[src/rtl/bf_decoder_adaptive.sv]
// Serial QC-MDPC bit-flipping decoder with fixed or syndrome-weight-adaptive
// thresholds, incremental syndrome-weight tracking, early exit on a clear
// syndrome and stall detection when a full sweep flips nothing.
module bf_decoder_adaptive #(
    parameter int R       = 127,
    parameter int W       = 5,
    parameter int POS_W   = 8,
    parameter int MAX_IT  = 10,
    parameter int A_NUM   = 1,
    parameter int A_SHIFT = 3,
    parameter int B_OFF   = 1,
    parameter int TMIN    = 2
) (
    input  logic                         clk,
    input  logic                         rst,
    input  logic                         start,
    input  logic                         thr_mode,
    input  logic [$clog2(W+1)-1:0]       cfg_thr,
    input  logic [R-1:0]                 s_in,
    input  logic [W*POS_W-1:0]           h0_pos_flat,
    input  logic [W*POS_W-1:0]           h1_pos_flat,
    output logic [R-1:0]                 e0,
    output logic [R-1:0]                 e1,
    output logic                         busy,
    output logic                         done,
    output logic                         success,
    output logic [$clog2(MAX_IT+1)-1:0]  iter_count,
    output logic [$clog2(R+1)-1:0]       syn_weight
);

    localparam int CNT_W = $clog2(W + 1);
    localparam int IDX_W = $clog2(R);
    localparam int K_W   = (W > 1) ? $clog2(W) : 1;
    localparam int IT_W  = $clog2(MAX_IT + 1);
    localparam int SW_W  = $clog2(R + 1);

    typedef enum logic [2:0] {
        S_IDLE, S_THRESH, S_VOTE, S_DECIDE, S_UPDATE, S_NEXT, S_DONE
    } state_t;

    state_t             state_q, state_d;
    logic [R-1:0]       syn_q, syn_d;
    logic [R-1:0]       e0_q, e0_d, e1_q, e1_d;
    logic [IDX_W-1:0]   i_q, i_d;
    logic [K_W-1:0]     k_q, k_d;
    logic [CNT_W-1:0]   upc0_q, upc0_d, upc1_q, upc1_d;
    logic [CNT_W-1:0]   thr_q, thr_d;
    logic [CNT_W-1:0]   cfg_thr_q, cfg_thr_d;
    logic               mode_q, mode_d;
    logic               flip0_q, flip0_d, flip1_q, flip1_d;
    logic               any_flip_q, any_flip_d;
    logic [IT_W-1:0]    iter_q, iter_d;
    logic [SW_W-1:0]    weight_q, weight_d;
    logic               success_q, success_d;
    logic               busy_q, busy_d;
    logic               done_q, done_d;

    logic [IDX_W-1:0]   idx0, idx1;

    // Circular index i + pos, wrapped with a single conditional subtract.
    function automatic logic [IDX_W-1:0] wrap_idx(input logic [IDX_W-1:0] i,
                                                  input logic [POS_W-1:0] p);
        logic [POS_W:0] sum;
        sum = {1'b0, p} + (POS_W+1)'(i);
        if (sum >= (POS_W+1)'(R)) sum = sum - (POS_W+1)'(R);
        return IDX_W'(sum);
    endfunction

    // Syndrome positions touched by the current (i, k) pair for both halves.
    always_comb begin
        idx0 = wrap_idx(i_q, h0_pos_flat[k_q*POS_W +: POS_W]);
        idx1 = wrap_idx(i_q, h1_pos_flat[k_q*POS_W +: POS_W]);
    end

    // Next-state and datapath logic for the decoding FSM.
    always_comb begin
        logic [31:0]     t_raw;
        logic [SW_W-1:0] pop;
        logic [SW_W-1:0] w_new;
        // NOTE: every variable gets its default first, so no path can infer a latch.
        state_d    = state_q;
        syn_d      = syn_q;
        e0_d       = e0_q;
        e1_d       = e1_q;
        i_d        = i_q;
        k_d        = k_q;
        upc0_d     = upc0_q;
        upc1_d     = upc1_q;
        thr_d      = thr_q;
        cfg_thr_d  = cfg_thr_q;
        mode_d     = mode_q;
        flip0_d    = flip0_q;
        flip1_d    = flip1_q;
        any_flip_d = any_flip_q;
        iter_d     = iter_q;
        weight_d   = weight_q;
        success_d  = success_q;
        done_d     = 1'b0;
        t_raw      = '0;
        pop        = '0;
        w_new      = weight_q;

        case (state_q)
            S_IDLE: begin
                if (start) begin
                    for (int b = 0; b < R; b++) pop = pop + SW_W'(s_in[b]);
                    syn_d     = s_in;
                    weight_d  = pop;
                    mode_d    = thr_mode;
                    cfg_thr_d = cfg_thr;
                    e0_d      = '0;
                    e1_d      = '0;
                    iter_d    = '0;
                    success_d = 1'b0;
                    state_d   = S_THRESH;
                end
            end
            S_THRESH: begin
                if (weight_q == '0) begin
                    success_d = 1'b1;
                    state_d   = S_DONE;
                end else if (iter_q == IT_W'(MAX_IT) || (iter_q != '0 && !any_flip_q)) begin
                    success_d = 1'b0;
                    state_d   = S_DONE;
                end else begin
                    if (mode_q)
                        t_raw = ((32'(weight_q) * 32'(A_NUM)) >> A_SHIFT) + 32'(B_OFF);
                    else
                        t_raw = 32'(cfg_thr_q);
                    if (t_raw < 32'(TMIN))   t_raw = 32'(TMIN);
                    else if (t_raw > 32'(W)) t_raw = 32'(W);
                    thr_d      = CNT_W'(t_raw);
                    iter_d     = iter_q + 1'b1;
                    i_d        = '0;
                    k_d        = '0;
                    any_flip_d = 1'b0;
                    state_d    = S_VOTE;
                end
            end
            S_VOTE: begin
                upc0_d = ((k_q == '0) ? '0 : upc0_q) + CNT_W'(syn_q[idx0]);
                upc1_d = ((k_q == '0) ? '0 : upc1_q) + CNT_W'(syn_q[idx1]);
                if (k_q == K_W'(W - 1)) begin
                    k_d     = '0;
                    state_d = S_DECIDE;
                end else begin
                    k_d = k_q + 1'b1;
                end
            end
            S_DECIDE: begin
                flip0_d = (upc0_q >= thr_q);
                flip1_d = (upc1_q >= thr_q);
                if (flip0_d || flip1_d) begin
                    if (flip0_d) e0_d[i_q] = ~e0_q[i_q];
                    if (flip1_d) e1_d[i_q] = ~e1_q[i_q];
                    any_flip_d = 1'b1;
                    k_d        = '0;
                    state_d    = S_UPDATE;
                end else begin
                    state_d = S_NEXT;
                end
            end
            S_UPDATE: begin
                if (flip0_q) syn_d[idx0] = ~syn_q[idx0];
                if (flip1_q) syn_d[idx1] = ~syn_q[idx1];
                // NOTE: blocking here on purpose: the second adjustment builds on the first.
                if (!(flip0_q && flip1_q && idx0 == idx1)) begin
                    if (flip0_q) w_new = syn_q[idx0] ? w_new - 1'b1 : w_new + 1'b1;
                    if (flip1_q) w_new = syn_q[idx1] ? w_new - 1'b1 : w_new + 1'b1;
                end
                weight_d = w_new;
                if (k_q == K_W'(W - 1)) begin
                    k_d     = '0;
                    state_d = S_NEXT;
                end else begin
                    k_d = k_q + 1'b1;
                end
            end
            S_NEXT: begin
                if (weight_q == '0) begin
                    success_d = 1'b1;
                    state_d   = S_DONE;
                end else if (i_q == IDX_W'(R - 1)) begin
                    state_d = S_THRESH;
                end else begin
                    i_d     = i_q + 1'b1;
                    k_d     = '0;
                    state_d = S_VOTE;
                end
            end
            S_DONE: begin
                done_d  = 1'b1;
                state_d = S_IDLE;
            end
            default: state_d = S_IDLE;
        endcase

        busy_d = (state_d != S_IDLE);
    end

    // State and datapath registers with synchronous active-high reset.
    always_ff @(posedge clk) begin
        if (rst) begin
            // NOTE: syndrome and error vectors are reset too, so an aborted decode leaves no residue.
            state_q    <= S_IDLE;
            syn_q      <= '0;
            e0_q       <= '0;
            e1_q       <= '0;
            i_q        <= '0;
            k_q        <= '0;
            upc0_q     <= '0;
            upc1_q     <= '0;
            thr_q      <= '0;
            cfg_thr_q  <= '0;
            mode_q     <= 1'b0;
            flip0_q    <= 1'b0;
            flip1_q    <= 1'b0;
            any_flip_q <= 1'b0;
            iter_q     <= '0;
            weight_q   <= '0;
            success_q  <= 1'b0;
            busy_q     <= 1'b0;
            done_q     <= 1'b0;
        end else begin
            state_q    <= state_d;
            syn_q      <= syn_d;
            e0_q       <= e0_d;
            e1_q       <= e1_d;
            i_q        <= i_d;
            k_q        <= k_d;
            upc0_q     <= upc0_d;
            upc1_q     <= upc1_d;
            thr_q      <= thr_d;
            cfg_thr_q  <= cfg_thr_d;
            mode_q     <= mode_d;
            flip0_q    <= flip0_d;
            flip1_q    <= flip1_d;
            any_flip_q <= any_flip_d;
            iter_q     <= iter_d;
            weight_q   <= weight_d;
            success_q  <= success_d;
            busy_q     <= busy_d;
            done_q     <= done_d;
        end
    end

    assign e0         = e0_q;
    assign e1         = e1_q;
    assign busy       = busy_q;
    assign done       = done_q;
    assign success    = success_q;
    assign iter_count = iter_q;
    assign syn_weight = weight_q;

endmodule

[config.mk]
export PLATFORM = sky130hd
export DESIGN_NAME = bf_decoder_adaptive
export DESIGN_NICKNAME = d
export VERILOG_FILES = /design/src/rtl/bf_decoder_adaptive.sv
export SDC_FILE = /design/constraint.sdc
export NUM_CORES = 2
export LEC_CHECK = 0
export BUFFER_PORTS_ARGS = -buffer_cell sky130_fd_sc_hd__buf_2
export CAP_MARGIN = 30
export CELL_PAD_IN_SITES_DETAIL_PLACEMENT = 1
export CELL_PAD_IN_SITES_GLOBAL_PLACEMENT = 2
export CORE_MARGIN = 8
export CORE_UTILIZATION = 34
export DETAILED_ROUTE_END_ITERATION = 7
export GPL_ROUTABILITY_DRIVEN = 0
export GPL_TIMING_DRIVEN = 0
export HOLD_SLACK_MARGIN = 0.05
export PLACE_DENSITY = 0.85
export SLEW_MARGIN = 20
export SYNTH_ARGS = -nofsm -noshare
export SYNTH_HDL_FRONTEND = slang
export SYNTH_SLANG_ARGS = --single-unit
[constraint.sdc]
create_clock -name clk -period 10.3 [get_ports clk]
set_input_delay 1.545 -clock clk [delete_from_list [all_inputs] [get_ports clk]]
set_output_delay 1.545 -clock clk [all_outputs]
set_load 0.01 [all_outputs]
==> impl_results.md <==
* GRT overflow at 0
* CTS buffer count at 52
* Syn_nets at 4649
* Part of the power in registers at 11.9%
* Drt pass-1 iters at 8
* Peak VDD IR at 1010 uV
* Setup CP Type: flop to flop
* Synthesis-to-finish area growth at 20.2%
* Clock root cell: clkbuf_16
* Most frequent cell after synthesis: a21oi_1
* Die X-Extent at 323 um
* Prevailing post-synth register cell: dfxtp_1
* Htree depth at 2
* Synth area leader: dfxtp_1
* Num ports at 482
* Setup TNS at 0 ps
* Worst path required time at 10800 ps
* Wirelength per Cell at 32.4 um
* Number of core rows at 112
* Rel. slew slack at 17.3%
* CP Data Arrival Time at 10370 ps
* #FFs+latches synth at 424
* Max-cap viol count at 0
* Cell Int Power at 8.33 mW
* Seq/Total Area, Yosys at 26.6%
* Core area at 0.0932 mm^2
* Clk pwr share at 10.5%
* Crit start category: flop
* Worst setup EP type: flop
* Initial Util at 34.3%
* Final Hold Fails at 0
* Tightest Hold Check Type: flop to flop
* Final min period at 9860 ps
* Initial DRC count at 5780
* Max Freq at 101 MHz
* Comb pwr share at 77.6%
* Most frequent CP cell: o21ai_0
* GRT Total Usage at 36.3%
* Setup Skew at 70.9 ps
* Die height at 323 um
* Share of cells above drive strength 1 at 15.4%
* Post-synth EDFFs at 0
* Antenna violations before repair at 4
* Skew-Pair Late Insertion Delay at 690 ps
* Ys Warns at 0
* Net Sw Power at 9.95 mW
* Final period utilization at 95.8%
* Residual DRC count at 1
* RSZ-0062 raised after global routing: no
* LEAKAGE at 14.7 nW
* Vias per std cell at 6.52
* Crit Path Max Fanout at 16
* Violated checks: DRC
* Global-route wire length before repair at 279000 um
* Most frequent cells after synthesis: a21oi_1, nand2_1, dfxtp_1
* Routed vias at 40000
* Setup violators final at 0
* Distinct cell type count after synthesis at 87
* Clock transition at path regs at 60 ps
* Power density over the cells at 476 mW/mm^2
* Layout net count at 5241
* Vias in the first global route at 39300
* Status: complete, but fails checks
* Mapped Cells at 4249
* WP buf/inv at 6
* CTS tree: done
* Sw Share at 54.4%
* Slew Viols, Final at 0
* Fraction of registers with async set/reset at 0%
* Critical path's slowest cell: a2111oi_0
* # port buffers at 480
* ANT nets after route at 0
* Max incr delay on CP at 750 ps
* Hold buffers post-CTS at 0
* Area contributors post-synth: dfxtp_1, a21oi_1, fa_1
* WHS at 462 ps
* Largest net degree at the start of global routing at 19
* Die footprint at 0.104 mm^2
* Synth top area share at 26.6%
* Final WL at 199000 um
* Syn Area/Cell at 7.52 um^2
* TritonCTS Sinks at 424
* CP delay by family, top: compound AO/OA/AOI/OAI gates
* Synthesized area at 0.0320 mm^2
* CTS Buffer Depth at 3
* Slew @ Worst Pin at 1240 ps
* Detail Placement HPWL at 155000 um
[power groups by stage]
stage | Combinational, mW | Clock (mW) | Sequential, mW
4_1_cts | 14.1 | 1.91 | 2.15
3_3_place_gp | 13.7 | 0 | 2.17
3_5_place_dp | 14.1 | 0 | 2.18
6_report | 14.2 | 1.92 | 2.18
5_1_grt | 15.2 | 1.97 | 2.17
2_1_floorplan | 9.77 | 0 | 2.02
[cell usage in the layout, fill, tap and decap left out, drive strengths merged, types with 148 or more instances in the layout]
cell type	count
dfxtp	424
nand2	437
a211oi	225
inv	292
clkbuf	392
mux2i	148
buf	614
nor2	359
a21oi	512
o21ai	338
[cells by family after synthesis]
family | count (synthesis) | share of synthesized area [%]
buf+inv | 685 | 8.20
mux | 176 | 5.83
compound gates | 1661 | 33.4
flops | 424 | 26.6
fa+ha+maj | 187 | 10.1
simple gates | 1071 | 14.7
xor+xnor | 45 | 1.28
[metal layers]
layer / up-vias / wire (um) / GRT usage (%) / part of all wire, %
met2: 2749 / 82300 / 52.9 / 41
met3: 695 / 25700 / 11.6 / 13
li1: 16700 / - / - / -
met5: - / 40 / 0 / 0.020
met1: 19800 / 78300 / 47.6 / 39
met4: 6 / 12600 / 19.6 / 6.3
[repair_timing]
item | in CTS | in global routing
gates resized for setup | 17 | 11
cloned | 0 | 0
buffers inserted | 0 | 0
setup endpoints to repair | 6 | 4
hold endpoints to repair | 0 | 0
[tightest hold or removal path, stage by stage, from the launching register on]
cell and delay, ps:
dfxtp_1 310, nand2_1 50, a21oi_1 50
[state kept, by name, indices dropped and copies added (netlist names)]
register	flops
flip1_q	1
state_q	3
e1	127
any_flip_q	1
i_q	7
iter_count	4
mode_q	1
thr_q	3
flip0_q	1
upc1_q	3
cfg_thr_q	3
e0	127
busy	1
success	1
k_q	3
done	1
syn_weight	7
upc0_q	3
syn_q	127
[worst paths after layout]
check / startpoint / endpoint / slack, ps / cells after the start
max reg2reg: k_q[2] / syn_weight[5] / 440 / 35
min reg2reg: upc1_q[0] / upc1_q[0] / 460 / 2
min: upc1_q[0] / upc1_q[0] / 460 / 2
max: k_q[2] / syn_weight[5] / 440 / 35
[stage by stage]
step | instance area (um^2) | power, mW | utilization [%] | cells | worst slack, ps
6_report | 38400 | 18.3 | 41.2 | 6134 | 436
5_1_grt | 38400 | 19.3 | 41.2 | 6132 | 37.4
4_1_cts | 38200 | 18.2 | 41.0 | 6119 | 27.7
3_5_place_dp | 36500 | 16.3 | 39.1 | 6029 | -1530
3_3_place_gp | 35900 | 15.9 | 38.6 | 5983 | -1470
2_1_floorplan | 32000 | 11.8 | - | 4249 | 1840
[layout make-up]
type                       instances  area, um^2
tap                             1254        1570
sequential                       424        8490
clock inverter                    17         225
clock buffer                      74        1510
inverter                         291        1090
antenna                            2        5.00
timing repair buffer             541        3030
buffer                           391        1550
fill                           11800       54800
multi-input combinational       3140       20900
Note: power is estimated with default switching activity, not from simulation.
